## src/rtl/mem_lsu_pkg.sv

```systemverilog
// Shared constants for the memory-access stage: access sizes, FSM states, alignment helper.
package mem_lsu_pkg;

    localparam logic [1:0] LsuB = 2'b00;
    localparam logic [1:0] LsuH = 2'b01;
    localparam logic [1:0] LsuW = 2'b10;

    typedef enum logic [1:0] {
        StIdle = 2'b00,
        StReq  = 2'b01,
        StRsp  = 2'b10,
        StDone = 2'b11
    } lsu_state_e;

    // Size 2'b11 behaves as a word access.
    function automatic logic is_misaligned(logic [1:0] size, logic [1:0] off);
        logic mis;
        case (size)
            LsuB:    mis = 1'b0;
            LsuH:    mis = off[0];
            default: mis = |off;
        endcase
        return mis;
    endfunction

endpackage

```

## src/rtl/mem_lsu_align.sv

```systemverilog
// Combinational lane logic: byte enables, store replication, misalign flag, load extract/extend.
module mem_lsu_align (
    input  logic [1:0]  size,
    input  logic [1:0]  addr_lo,
    input  logic [31:0] wdata,
    output logic [3:0]  be,
    output logic [31:0] wdata_rep,
    output logic        misalign,
    input  logic [1:0]  ld_size,
    input  logic        ld_unsigned,
    input  logic [1:0]  ld_off,
    input  logic [31:0] rdata,
    output logic [31:0] ld_data
);
    import mem_lsu_pkg::*;

    logic [31:0] rdata_sh;

    // Store side: lane enables and data replicated across every lane it may land in.
    always_comb begin
        be        = 4'b1111;
        wdata_rep = wdata;
        misalign  = is_misaligned(size, addr_lo);
        case (size)
            LsuB: begin
                be        = 4'b0001 << addr_lo;
                wdata_rep = {4{wdata[7:0]}};
            end
            LsuH: begin
                be        = 4'b0011 << {addr_lo[1], 1'b0};
                wdata_rep = {2{wdata[15:0]}};
            end
            default: begin
                be        = 4'b1111;
                wdata_rep = wdata;
            end
        endcase
    end

    // Load side: shift the addressed lane down, then sign- or zero-extend.
    always_comb begin
        rdata_sh = rdata >> {ld_off, 3'b000};
        case (ld_size)
            LsuB:    ld_data = {{24{~ld_unsigned & rdata_sh[7]}}, rdata_sh[7:0]};
            LsuH:    ld_data = {{16{~ld_unsigned & rdata_sh[15]}}, rdata_sh[15:0]};
            default: ld_data = rdata_sh;
        endcase
    end

endmodule

```

## src/rtl/mem_lsu.sv

```systemverilog
// Memory-access stage: one load/store per instruction over a req/gnt/rvalid bus, with timeout.
module mem_lsu #(
    parameter int unsigned TIMEOUT_CYC = 16
) (
    input  logic        clk,
    input  logic        rstn,
    input  logic        mem_en,
    input  logic        mem_we,
    input  logic [1:0]  mem_size,
    input  logic        mem_unsigned,
    input  logic [31:0] addr,
    input  logic [31:0] wdata,
    output logic [31:0] rd_data,
    output logic        done,
    output logic        err,
    output logic        misalign,
    output logic        stall,
    output logic        bus_req,
    output logic        bus_we,
    output logic [31:0] bus_addr,
    output logic [31:0] bus_wdata,
    output logic [3:0]  bus_be,
    input  logic        bus_gnt,
    input  logic        bus_rvalid,
    input  logic [31:0] bus_rdata
);
    import mem_lsu_pkg::*;

    localparam int unsigned TimerW = (TIMEOUT_CYC > 2) ? $clog2(TIMEOUT_CYC) : 1;
    localparam logic [TimerW-1:0] TimerLast = TimerW'(TIMEOUT_CYC - 1);

    lsu_state_e        state_q;
    logic [TimerW-1:0] timer_q;
    logic              we_q;
    logic              uns_q;
    logic [1:0]        size_q;
    logic [1:0]        off_q;
    logic [31:0]       bus_addr_q;
    logic [31:0]       bus_wdata_q;
    logic [3:0]        bus_be_q;
    logic [31:0]       rd_data_q;
    logic              err_q;

    logic [3:0]        be_w;
    logic [31:0]       wrep_w;
    logic [31:0]       ld_w;
    logic              mis_w;
    logic              accept;

    mem_lsu_align u_align (
        .size        (mem_size),
        .addr_lo     (addr[1:0]),
        .wdata       (wdata),
        .be          (be_w),
        .wdata_rep   (wrep_w),
        .misalign    (mis_w),
        .ld_size     (size_q),
        .ld_unsigned (uns_q),
        .ld_off      (off_q),
        .rdata       (bus_rdata),
        .ld_data     (ld_w)
    );

    // Launch decision and pipeline hold; a misaligned access never stalls or touches the bus.
    always_comb begin
        accept   = (state_q == StIdle) && mem_en && !mis_w;
        misalign = (state_q == StIdle) && mem_en && mis_w;
        stall    = accept || (state_q == StReq) || (state_q == StRsp);
    end

    assign done      = (state_q == StDone);
    assign bus_req   = (state_q == StReq);
    assign bus_we    = we_q;
    assign bus_addr  = bus_addr_q;
    assign bus_wdata = bus_wdata_q;
    assign bus_be    = bus_be_q;
    assign rd_data   = rd_data_q;
    assign err       = err_q;

    // FSM, timeout timer and capture registers.
    always_ff @(posedge clk or negedge rstn) begin
        if (!rstn) begin
            state_q     <= StIdle;
            timer_q     <= '0;
            we_q        <= 1'b0;
            uns_q       <= 1'b0;
            size_q      <= 2'b00;
            off_q       <= 2'b00;
            bus_addr_q  <= '0;
            bus_wdata_q <= '0;
            bus_be_q    <= '0;
            rd_data_q   <= '0;
            err_q       <= 1'b0;
        end else begin
            case (state_q)
                StIdle: begin
                    if (accept) begin
                        we_q        <= mem_we;
                        uns_q       <= mem_unsigned;
                        size_q      <= mem_size;
                        off_q       <= addr[1:0];
                        bus_addr_q  <= {addr[31:2], 2'b00};
                        bus_be_q    <= be_w;
                        bus_wdata_q <= wrep_w;
                        timer_q     <= '0;
                        err_q       <= 1'b0;
                        rd_data_q   <= '0;
                        state_q     <= StReq;
                    end
                end
                StReq: begin
                    if (bus_gnt) begin
                        state_q <= we_q ? StDone : StRsp;
                        // Saturate so a late grant cannot buy a fresh timeout window in RSP.
                        if (timer_q != TimerLast) timer_q <= timer_q + 1'b1;
                    end else if (timer_q == TimerLast) begin
                        err_q   <= 1'b1;
                        state_q <= StDone;
                    end else begin
                        timer_q <= timer_q + 1'b1;
                    end
                end
                StRsp: begin
                    if (bus_rvalid) begin
                        rd_data_q <= ld_w;
                        state_q   <= StDone;
                    end else if (timer_q == TimerLast) begin
                        err_q   <= 1'b1;
                        state_q <= StDone;
                    end else begin
                        timer_q <= timer_q + 1'b1;
                    end
                end
                default: state_q <= StIdle;
            endcase
        end
    end

endmodule

```

## config.mk

```make
export PLATFORM = sky130hd
export DESIGN_NAME = mem_lsu
export DESIGN_NICKNAME = d
export VERILOG_FILES = /design/src/rtl/mem_lsu_pkg.sv /design/src/rtl/mem_lsu_align.sv /design/src/rtl/mem_lsu.sv
export SDC_FILE = /design/constraint.sdc
export NUM_CORES = 1
export LEC_CHECK = 0
export CAP_MARGIN = 20
export CORE_MARGIN = 4
export CORE_UTILIZATION = 44
export CTS_CLUSTER_DIAMETER = 30
export CTS_CLUSTER_SIZE = 14
export DETAILED_ROUTE_END_ITERATION = 12
export GPL_TIMING_DRIVEN = 0
export PLACE_DENSITY = 0.81
export SYNTH_ARGS = -nofsm -noshare
export SYNTH_HDL_FRONTEND = slang
export SYNTH_SLANG_ARGS = --single-unit
```

## constraint.sdc

```tcl
create_clock -name clk -period 2.2 [get_ports clk]
set_input_delay 0.44 -clock clk [delete_from_list [all_inputs] [get_ports clk]]
set_output_delay 0.44 -clock clk [all_outputs]
set_load 0.01 [all_outputs]
```

* After elaboration in Yosys (flattened, before gate mapping)
Cells that the tools add are included.
** Word-level totals
- Register bits after elaboration :: 111
- Output and inout port bits :: 106
- Logic and storage cells :: 70
** Cells by class
- Add/subtract/negate cells :: 1
- Equal/unequal tests :: 12
- Shift operators :: 3
- Muxes and demuxes :: 24
- Bitwise operators :: 3
- Reductions and logical operators :: 16
** Operators with widths (count)
- case mux 32 bit (2 select lines) :: 3
- two-way mux 32 bit :: 2
- right shift 32 x 5 -> 32 bit :: 1
- two-way mux 4 bit :: 5
- case mux 4 bit (3 select lines) :: 1
- two-way mux 2 bit :: 4
- inequality test 2 bit (second input constant) :: 4
- case mux 4 bit (2 select lines) :: 1
- AND reduction 4 bit :: 2
- equality test 2 x 1 -> 1 bit (second input constant) :: 3
- zero test 2 bit :: 3
- case mux 2 bit (3 select lines) :: 1
- two-way mux 1 bit :: 5
- adder 4 x 1 -> 4 bit (second input constant) :: 1
- equality test 2 bit (second input constant) :: 2
- equality test 4 bit (second input constant) :: 1
- inequality test 4 bit (second input constant) :: 1
- << shifter 1 x 2 -> 4 bit (first input constant) :: 1
- << shifter 2 x 2 -> 4 bit (first input constant) :: 1
- logical AND 1 bit :: 3
- inequality test 3 x 2 -> 1 bit (second input constant) :: 1
- case mux 1 bit (3 select lines) :: 1
- AND reduction 3 bit :: 1
- nonzero test 3 bit :: 1
- 8 further kinds :: 10

* Depth between registers and ports, before layout
Gate-level depths: netlist of the first run.
- Depth in word-level cells :: 6
- Gate-level depth with buffers :: 8
- Gate-level depth less buffers :: 6

* Hierarchy
From an unflattened synthesis of the first run, not the netlist that was laid out.
** Unflattened totals
- Cells, all modules :: 687
- Area, all modules :: 5790.6 µm²
** Modules (own cells, without submodules)
- mem_lsu :: times used 1, cells an instance 521, area each 4551.9 µm²
- mem_lsu_align :: times used 1, cells an instance 166, area each 1238.7 µm²

* Worst setup path before layout of the first run
Ideal clock, no wire load.
- Path kind :: reg2reg
- Start :: register state_q[0]
- End :: register timer_q[2]
- Setup time :: 122 ps
- Arrival time :: 1866 ps
- Slack :: 212 ps
- Stages on the path, launching flop included :: 7
- Path buffers :: 0
- Cells stage by stage :: dfrtp_1 inv_1 ha_1 and2b_1 a211o_4 or3_1 a32o_1
** On the way
- Word-level cells in the longest chain between the ends :: 5
- Elaborated cells on any way between the ends :: 11
- Classes of those cells :: eq/ne (5); mux (1); reduce/logical (5)
** RTL lines
- start: declaration :: line mem_lsu.sv:32 : lsu_state_e state_q;
- start signal: assignment :: line mem_lsu.sv:83 : state_q <= StIdle;
- start signal: assignment :: line mem_lsu.sv:108 : state_q <= StReq;
- start signal: assignment :: line mem_lsu.sv:113 : state_q <= we_q ? StDone : StRsp;
- zero test 2 bit :: line mem_lsu.sv:66, mem_lsu.sv:95
- logical AND 1 bit (2 in a row) :: line mem_lsu.sv:66 : accept = (state_q == StIdle) && mem_en && !mis_w;
- inequality test 2 bit (no source line)
- AND reduction 4 bit (no source line)
- end signal: assignment :: line mem_lsu.sv:115 : if (timer_q != TimerLast) timer_q <= timer_q + 1'b1;
- end signal: assignment :: line mem_lsu.sv:120 : timer_q <= timer_q + 1'b1;
- end signal: assignment :: line mem_lsu.sv:131 : timer_q <= timer_q + 1'b1;
- end: declaration :: line mem_lsu.sv:33 : logic [TimerW-1:0] timer_q;
Several ways; a longest one is shown, not always the timed one.
A chain may end at the register's enable or synchronous reset.

* Final worst setup path of the first run
Same ends and word-level chain as after synthesis.

==> results.md, run 1 <==
* Leakage at 3.55 nW
* Placed Cells at 852
* Synth area leader: dfrtp_1
* Reg clk slew, reported paths at 0.07 ns
* IO buf count at 206
* Num ports at 211
* Die ar. at 14100 sq um
* Vias per inst at 5.51
* Post-Layout Cell Count at 876
* Worst path arrival time at 2.38 ns
* Clock latency on the worst-skew pair at 0.34 ns
* Final hold vios at 0
* Tcrit/Tclk final at 97.7%
* CTS tree: yes
* Slew Limit Fails at 0
* Fin area at 8110 sq um
* Die Height at 119 um
* Largest net degree at the start of global routing at 68
* Clock share of power at 15.4%
* Unrepaired setup endpoints after global routing: true
* Starting Density at 45.0%
* Yosys reg bits at 111
* Syn avg cell area at 10.9 sq um
* Chip Width at 119 um
* Seq pwr share at 32.7%
* Tmin final at 2.15 ns
* Root buf cell: clkbuf_16
* Ratio of cells with drive above 1 in the final layout at 16.5%
* Final clock skew at 0.00652 ns
* Proportion of synthesized area in mux cells at 18.7%
* Critical path data required time at 2.43 ns
* P_int at 6.84 mW
* Max_slew headroom at 42.3%
* Routed vias at 4824
* Ant diodes at 0
* CTS Buf Count at 9
* Simple-gate share of the synthesized area at 9.80%
* TritonRoute pass-1 iters at 5
* Overall routing resource usage at 24.0%
* DP HPWL at 13000 um
* Sw frac at 35.6%
* Synth Area in Adders at 1.39%
* Post-Syn Area at 5400 sq um
* NetSw at 3.78 mW
* Count of different cell masters after synthesis at 46
* Comb power frac at 51.9%
* Synth warn at 0
* Clock Sinks at 111
* Cells after Synth at 497
* Least-Margin Pin Slew at 0.866 ns
* Global-route wire length before repair at 27000 um
* Most common cell in the netlist: dfrtp_1
* Largest cells by area after synthesis: dfrtp_1 (51%), mux2_2 (11%), mux2i_1 (7.2%)
* Number of synthesized flops with an enable pin at 0
* Vias in the first global route at 5098
* Final ANT Viol Nets at 0
* Fin nets at 836
* Synth Area in XOR/XNOR at 0%
* Crit start category: register
* Iteration-0 DRC Markers at 339
* Num rows at 40
* Area of the core at 12000 sq um
* Kind of critical path: register to register
* Status: finished clean
* FF-to-FF path depth at 8
* Endpoints failing setup at 0
* Worst hold slack at 0.217 ns
* Grt ovf at 0
* DR WL/cell at 19.4 um
* Pwr Density at 1310 nW/um^2
* Top_reg_cell synth: dfrtp_1
* Asr flop ratio synth at 100%
* Largest family of logic cells by synthesized area: multiplexers
* VDD IR max at 0.738 mV
* Fmax at 0.465 GHz
* Commonest cells in the netlist: dfrtp_1 (111), nand2_1 (64), o21ai_0 (58)
* Maxcap violations at 0
* Routability cong. at 0.885
* DRC Markers at 0
* Placed Instance Area at 7680 sq um
* Post-synth top area share at 51.4%
* Area delta synth->final at 50.1%
* Sequential element share of the synthesized area at 51.4%
* Endpoint type of the worst setup path: register
* Compound-Gate Fraction of Synth Area at 15.1%
* Number of antenna violations at the first check in global routing at 0
* H-tree depth at 3
* Min-delay worst type: input pin to async pin
* Crit Path Max Fanout at 10
* Total Routed Length at 17000 um
* CTS Buffer Depth at 2
## area by class of cell
class,instances,area (sq um)
Timing Repair Buffer,217,2160
Fill cell,962,3900
Clock buffer,12,256
Tap cell,147,184
Sequential cell,111,2780
Buffer,35,178
Multi-Input combinational cell,345,2490
Clock inverter,3,42.5
Inverter,6,22.5
## repair_timing
| item | 4_1_cts | 5_1_grt |
|---|---|---|
| pin swaps | 1 | 3 |
| resized for setup | 18 | 19 |
| hold buffers | 0 | 0 |
| endpoints found under the setup margin | 16 | 32 |
| buffers inserted | 6 | 4 |
## state kept, by name, summed over array words and instances, names as in the netlist, 2 cells and up
register   flops
off_q          2
rd_data       32
bus_be         4
size_q         2
timer_q        4
state_q        2
bus_addr      30
bus_wdata     32
## critical path: stages, from the launching register on
cell and delay [ns]:
dfrtp_1 0.37, inv_2 0.06, buf_4 0.14, ha_1 0.20, buf_6 0.14, a21o_1 0.17
a211o_4 0.35, or3_1 0.37, a32o_2 0.23
## final timing paths
check	endpoint	slack, ns	start
min in group clk	bus_wdata[29]	0.48	bus_wdata[29]
max reg2reg	timer_q[2]	0.05	state_q[0]
min reg2reg	bus_wdata[29]	0.48	bus_wdata[29]
max in group asynchronous	bus_addr[21]	1.27	rstn
max	timer_q[2]	0.05	state_q[0]
min	timer_q[0]	0.22	rstn
## per-layer routing
metal,wire [um],vias to the layer above,GRT usage (%)
met5,0,-,0
met1,6660,2335,28.1
li1,-,2231,-
met3,1790,28,10.8
met4,327,0,6.52
met2,8250,230,40.0
## stage by stage
step | setup TNS, ns | utilization (%) | setup slack (ns) | total power, mW
after floorplan | 0 | - | 0.212 | 6.01
after global placement | -400.29 | 63.7 | -3.52 | 8.56
after detailed placement | -15.55 | 63.9 | -0.823 | 8.74
after CTS | 0 | 67.0 | 0.00870 | 10.5
after global routing | -0.0117 | 67.5 | -0.0117 | 11.3
final | 0 | 67.5 | 0.0496 | 10.6
## power by group through the flow
stage               Combinational, mW  Clock [mW]  Sequential [mW]
floorplan                        2.19           0             3.82
global placement                 5.10           0             3.45
detailed placement               5.23           0             3.50
CTS                              5.39        1.68             3.47
global route                     5.93        1.77             3.58
finish                           5.50        1.63             3.48
## cell families after synthesis
kind of cell	count (synthesis)
AOI/OAI and AO/OA	128
adders and majority gates	6
buffers and inverters	42
DFF	111
muxes	93
other	1
and+or+nand+nor	116
## layout by cell type (no fill, tap or decap), types with 5 or more instances in the layout
cell type        instances
clkdlybuf4s50_1        201
dfrtp_1                111
nand2_1                 62
o21ai_0                 58
mux2_2                  53
mux2i_1                 39
a21oi_1                 28
nor2_1                  20
buf_4                   15
clkbuf_1                13
buf_2                   12
a22oi_1                 10
clkbuf_16                9
nand3b_1                 8
a32oi_1                  8
nand2b_1                 5
ha_1                     5
(Power assumes the default switching activity.)
==> run 2: changes to the inputs <==
CORE_UTILIZATION = 45   (was 44)
CTS_BUF_LIST = sky130_fd_sc_hd__clkbuf_8   (was not set)
PLACE_DENSITY = 0.82   (was 0.81)
==> results.md, run 2 (same netlist as run 1, synthesis figures left out) <==
* Clock Sinks at 111 (unchanged)
* Setup TNS at 0 ns (unchanged)
* Crit start category: register
* Worst path arrival time at 2.41 ns (+0.03 ns)
* Root buf cell: clkbuf_8
* Endpoints failing setup at 0 (unchanged)
* Register area at 2780 sq um (unchanged)
* Fillers at 894 (-7.1%)
* Iteration-0 DRC Markers at 399 (+18%)
* IO buf count at 206 (unchanged)
* DP HPWL at 12700 um (-2.3%)
* Ant diodes at 0 (unchanged)
* Crit path cell chain: inv_2 -> buf_4 -> ha_1 -> buf_2 -> o21ai_0 -> nor2b_1 -> or3_1 -> a32o_1
* VDD IR max at 0.752 mV (+1.9%)
* Fmax at 0.466 GHz (+0.15%)
* Largest delay share family, worst path: compound AO/OA/AOI/OAI gates
* CTS tree: yes
* Maxcap violations at 0 (unchanged)
* CP max-delay cell: o21ai_0
* Area of the core at 11600 sq um (-3.7%)
* Grt ovf at 0 (unchanged)
* Reg clk slew, reported paths at 0.11 ns (+0.04 ns)
* Routability cong. at 0.881 (-0.51%)
* Clock latency on the worst-skew pair at 0.37 ns (+0.03 ns)
* CTS Hold Bufs at 0 (unchanged)
* Met3 Routed Length at 1560 um (-13%)
* Final clock skew at 0.00879 ns (+0.00227 ns)
* Final ANT Viol Nets at 0 (unchanged)
* Sw frac at 37.4% (+1.8 points)
* Tcrit/Tclk final at 97.6% (-0.14 points)
* Leakage at 3.51 nW (-1.0%)
* Critical path data required time at 2.46 ns (+0.03 ns)
* Pwr Density at 1260 nW/um^2 (-3.4%)
* Crit Path Max Fanout at 8 (-2)
* Slew Limit Fails at 0 (unchanged)
* Endpoint type of the worst setup path: register
* Die ar. at 13800 sq um (-2.1%)
* CTS Buffer Depth at 2 (unchanged)
* Kind of critical path: register to register
* Vias in the first global route at 5110 (+0.24%)
* Num ports at 211 (unchanged)
* Final hold vios at 0 (unchanged)
* Layout Utilization at 69.1% (+1.6 points)
* Comb power frac at 54.2% (+2.3 points)
* Total Routed Length at 16900 um (-0.94%)
* Global-route wire length before repair at 27300 um (+1.2%)
* Dpl ws at -0.842 ns (-0.0184 ns)
* H-tree depth at 3 (unchanged)
* Reg2Reg Launch Point: state_q[1]
* DR WL/cell at 19.4 um (-0.48%)
* Largest net degree at the start of global routing at 59 (-13%)
* Routed vias at 4901 (+1.6%)
* Least-Margin Pin Slew at 0.771 ns (-0.0947 ns)
* Vias per inst at 5.62 (+2.1%)
* R2R Setup Slk at 0.05 ns (about the same)
* Status: finished clean
* Seq pwr share at 34.1% (+1.4 points)
* PnR worst setup slack at 0.0527 ns (+0.00314 ns)
* Min-delay worst type: input pin to async pin
* Ratio of cells with drive above 1 in the final layout at 16.5% (unchanged)
* Num rows at 39 (-2.5%)
* DRT met1 WL at 6530 um (-2.0%)
* CP Launch Point: state_q[1]
* NetSw at 3.78 mW (+0.14%)
* Critical Path Stages at 8 (unchanged)
* Commonest cells after routing, fill and taps aside: clkdlybuf4s50_1 (200), dfrtp_1 (111), nand2_1 (61)
* Reg-to-Reg End: timer_q[3]
* Setup crit end: timer_q[3]
* TritonRoute pass-1 iters at 5 (unchanged)
* Placed Cells at 848 (-0.47%)
* Tmin final at 2.15 ns (-0.00314 ns)
* Slowest stage delay, CP at 0.43 ns (+0.06 ns)
* Starting Density at 46.7% (+1.7 points)
* Overall power at 10.1 mW (-4.7%)
* FF-to-FF path depth at 8 (unchanged)
* Die Height at 118 um (-1.0%)
* Chip Width at 118 um (-1.0%)
* Multi-input logic area at 2480 sq um (-0.15%)
* Fin nets at 835 (-0.12%)
* Most common cell after layout, fill and taps aside: clkdlybuf4s50_1
* Post-Layout Cell Count at 872 (-0.46%)
* DRC Markers at 0 (unchanged)
* Unrepaired setup endpoints after global routing: false
* Clock share of power at 11.7% (-3.7 points)
* Area delta synth->final at 48.0%
* Top layer in use: met4
* Max_slew headroom at 48.6% (+6.3 points)
* Routed wl met2 at 8430 um (+2.2%)
* CTS Buf Count at 9 (unchanged)
* Number of antenna violations at the first check in global routing at 0 (unchanged)
* Overall routing resource usage at 24.4% (+0.41 points)
* P_int at 6.33 mW (-7.4%)
* Crit path buf inv count at 3 (unchanged)
run 2: how the worst min path moves through the flow:
stage                       start       endpoint  slack (ns)
floorplan                    rstn   bus_addr[10]        0.14
global placement      rd_data[14]    rd_data[14]        0.46
detailed placement  bus_wdata[22]  bus_wdata[22]        0.47
CTS                          rstn   bus_addr[28]        0.15
global route                 rstn   bus_addr[22]        0.17
finish                       rstn   bus_addr[28]        0.13
run 2: metrics by stage:
step                area, sq um  hold WS (ns)
global placement           7650         0.462
floorplan                  5410         0.144
detailed placement         7670         0.469
CTS                        7960         0.147
finish                     8000         0.135
global route               8000         0.175
run 2: layout make-up:
| cell class | instances | area share, % |
|---|---|---|
| sequential | 111 | 34.7 |
| multi-input combinational | 345 | 31.1 |
| timing repair buffer | 216 | 26.9 |
| buffer | 35 | 2.44 |
| tap | 143 | 2.24 |
| clock buffer | 10 | 1.72 |
| clock inverter | 6 | 0.548 |
| inverter | 6 | 0.282 |
run 2: metal layers:
layer / up-vias / track usage (%)
li1: 2233 / -
met4: 0 / 6.67
met1: 2390 / 28.8
met5: - / 0
met3: 34 / 8.84
met2: 244 / 42.1
run 2: power by group through the flow:
stage | logic, mW | registers [mW] | clock network, mW
4_1_cts | 5.42 | 3.45 | 1.20
5_1_grt | 5.92 | 3.56 | 1.29
2_1_floorplan | 2.19 | 3.82 | 0
3_5_place_dp | 5.23 | 3.50 | 0
3_3_place_gp | 5.09 | 3.45 | 0
6_report | 5.48 | 3.45 | 1.18
run 2: repair_timing:
item | in CTS | in global routing
setup buffers | 7 | 2
hold endpoints to repair | 0 | 0
setup endpoints to repair | 31 | 35
gates resized for setup | 22 | 14
pin swaps | 2 | 3
==> run 3: changes to the inputs <==
CELL_PAD_IN_SITES_DETAIL_PLACEMENT = 0   (was not set)
CELL_PAD_IN_SITES_GLOBAL_PLACEMENT = 1   (was not set)
CORE_UTILIZATION = 34   (was 45)
==> results.md, run 3 (same netlist as run 1, synthesis figures left out) <==
* Status: finished clean
* Num rows at 45 (+15%)
* Tcrit/Tclk final at 97.6% (about the same)
* Final clock skew at 0.0120 ns (+0.00317 ns)
* CTS tree: yes
* Iteration-0 DRC Markers at 285 (-29%)
* Largest delay share family, worst path: buffers and inverters
* Leakage at 3.51 nW (-0.11%)
* Largest net degree at the start of global routing at 82 (+39%)
* Crit path cell chain: buf_4 -> ha_1 -> clkdlybuf4s50_1
* DRC Markers at 0 (unchanged)
* Global-route wire length before repair at 28200 um (+3.0%)
* Commonest cells after routing, fill and taps aside: clkdlybuf4s50_1 (202), dfrtp_1 (111), nand2_1 (62)
* Overall routing resource usage at 19.8% (-4.5 points)
* Ratio of cells with drive above 1 in the final layout at 16.9% (+0.48 points)
* TritonRoute pass-1 iters at 5 (unchanged)
* Critical path data required time at 1.76 ns (-0.70 ns)
* Fin nets at 838 (+0.36%)
* CP max-delay cell: clkdlybuf4s50_1
* Seq pwr share at 34.1% (about the same)
* NetSw at 3.86 mW (+2.1%)
* Reg2Reg Launch Point: state_q[1]
* Least-Margin Pin Slew at 0.744 ns (-0.0274 ns)
* H-tree depth at 3 (unchanged)
* Routed vias at 4805 (-2.0%)
* Slowest stage delay, CP at 0.57 ns (+0.14 ns)
* Routability cong. at 0.883 (+0.23%)
* DP HPWL at 13600 um (+6.8%)
* Tmin final at 2.15 ns (-0.000556 ns)
* IO buf count at 206 (unchanged)
* Worst hold slack at 0.493 ns (+0.359 ns)
* Pwr Density at 1250 nW/um^2 (-0.81%)
* Crit Path Max Fanout at 4 (-4)
* Starting Density at 35.1% (-12 points)
* Slew Limit Fails at 0 (unchanged)
* Hold Path Origin: bus_wdata[26]
* Num ports at 211 (unchanged)
* Vias per inst at 5.09 (-9.4%)
* CTS Buf Count at 9 (unchanged)
* Maxcap violations at 0 (unchanged)
* Vias in the first global route at 5104 (-0.12%)
* DR WL/cell at 19.0 um (-1.9%)
* CP Launch Point: state_q[0]
* Final hold vios at 0 (unchanged)
* Crit path buf inv count at 2 (-1)
* Die Height at 134 um (+14%)
* Crit start category: register
* Area of the core at 15400 sq um (+33%)
* Total Routed Length at 17900 um (+6.2%)
* Root buf cell: clkbuf_8
* Area delta synth->final at 50.0%
* CTS Buffer Depth at 2 (unchanged)
* Number of antenna violations at the first check in global routing at 1 (+1)
* Final ANT Viol Nets at 0 (unchanged)
* PnR worst setup slack at 0.0533 ns (+0.000556 ns)
* Min-delay worst type: register to register
* Die ar. at 18000 sq um (+30%)
* Max_slew headroom at 50.4% (+1.8 points)
* Fmax at 0.466 GHz (about the same)
* Unrepaired setup endpoints after global routing: false
* P_int at 6.30 mW (-0.44%)
* Reg clk slew, reported paths at 0.11 ns (about the same)
* Endpoint type of the worst setup path: output pin
* Kind of critical path: register to output pin
* Dpl ws at -0.888 ns (-0.0460 ns)
* VDD IR max at 0.685 mV (-8.9%)
* Clock Sinks at 111 (unchanged)
* Clock latency on the worst-skew pair at 0.39 ns (+0.02 ns)
* Grt ovf at 0 (unchanged)
* Sw frac at 38.0% (+0.60 points)
* Clock share of power at 12.0% (+0.3 points)
* Chip Width at 134 um (+14%)
* Comb power frac at 53.9% (-0.3 points)
* Endpoints failing setup at 0 (unchanged)
* Worst path arrival time at 1.71 ns (-0.70 ns)
* Most common cell after layout, fill and taps aside: clkdlybuf4s50_1
## run 3: cell count changes in the layout (fill, tap and decap cells not counted), sizes merged
cell / delta
clkdlybuf4s50: +2
dlygate4sd2: -1
diode: +1
inv: +2
dlymetal6s2s: -1
dlygate4sd3: +1
buf: +3
clkinvlp: -1
clkbuf: -2
## run 3: per-stage QoR
step                      instances  cell area (sq um)  util, %  power (mW)  setup TNS, ns
after floorplan                 498               5410        -        6.01              0
after global placement          915               7730     50.3        8.64        -421.23
after CTS                       940               8030     52.3        10.2        -0.0561
after detailed placement        916               7760     50.5        8.77         -18.76
after global routing            944               8100     52.7        10.8              0
final                           944               8100     52.7        10.2              0
## run 3: per-layer routing
| layer | part of all wire, % | GRT usage [%] |
|---|---|---|
| met1 | 41 | 24.6 |
| met2 | 47 | 32.2 |
| met3 | 9.9 | 6.90 |
| met4 | 2.1 | 7.30 |
| met5 | 0 | 0 |
## run 3: cell type report
| class | count | area (sq um) |
|---|---|---|
| repair buffers | 219 | 2180 |
| clock inverters | 7 | 62.6 |
| plain buffers | 35 | 176 |
| fillers | 1420 | 7270 |
| diodes | 1 | 2.50 |
| well taps | 211 | 264 |
| clock buffers | 9 | 124 |
| flip-flops and latches | 111 | 2780 |
| inverters | 6 | 22.5 |
| multi-input cells | 345 | 2500 |
## run 3: tightest hold or removal path, cell delays in order (launching register included)
cell and delay [ns]:
dfrtp_1 0.36, nand2_1 0.05, o21ai_0 0.06
## run 3: path summary, 6_finish.rpt
kind	endpoint	slack, ns	depth (start not counted)
setup / recovery	done	0.05	3
hold / removal	bus_wdata[26]	0.49	2
setup reg to reg	timer_q[3]	0.09	7
hold reg to reg	bus_wdata[26]	0.49	2
max in group asynchronous	bus_addr[3]	1.00	3
min in group asynchronous	rd_data[26]	0.50	2
## run 3: power groups by stage
stage / clock, mW / sequential (mW) / combinational [mW]
final: 1.22 / 3.46 / 5.48
after global routing: 1.35 / 3.58 / 5.91
after CTS: 1.26 / 3.46 / 5.43
after detailed placement: 0 / 3.50 / 5.27
after global placement: 0 / 3.46 / 5.18
after floorplan: 0 / 3.82 / 2.19
## run 3: timing repair
action                     CTS  global route
pin swaps                    2             3
resized for setup           16            21
buffers inserted             7             4
setup endpoints to repair   37            32
hold endpoints to repair    30             0
hold buffers                 1             0
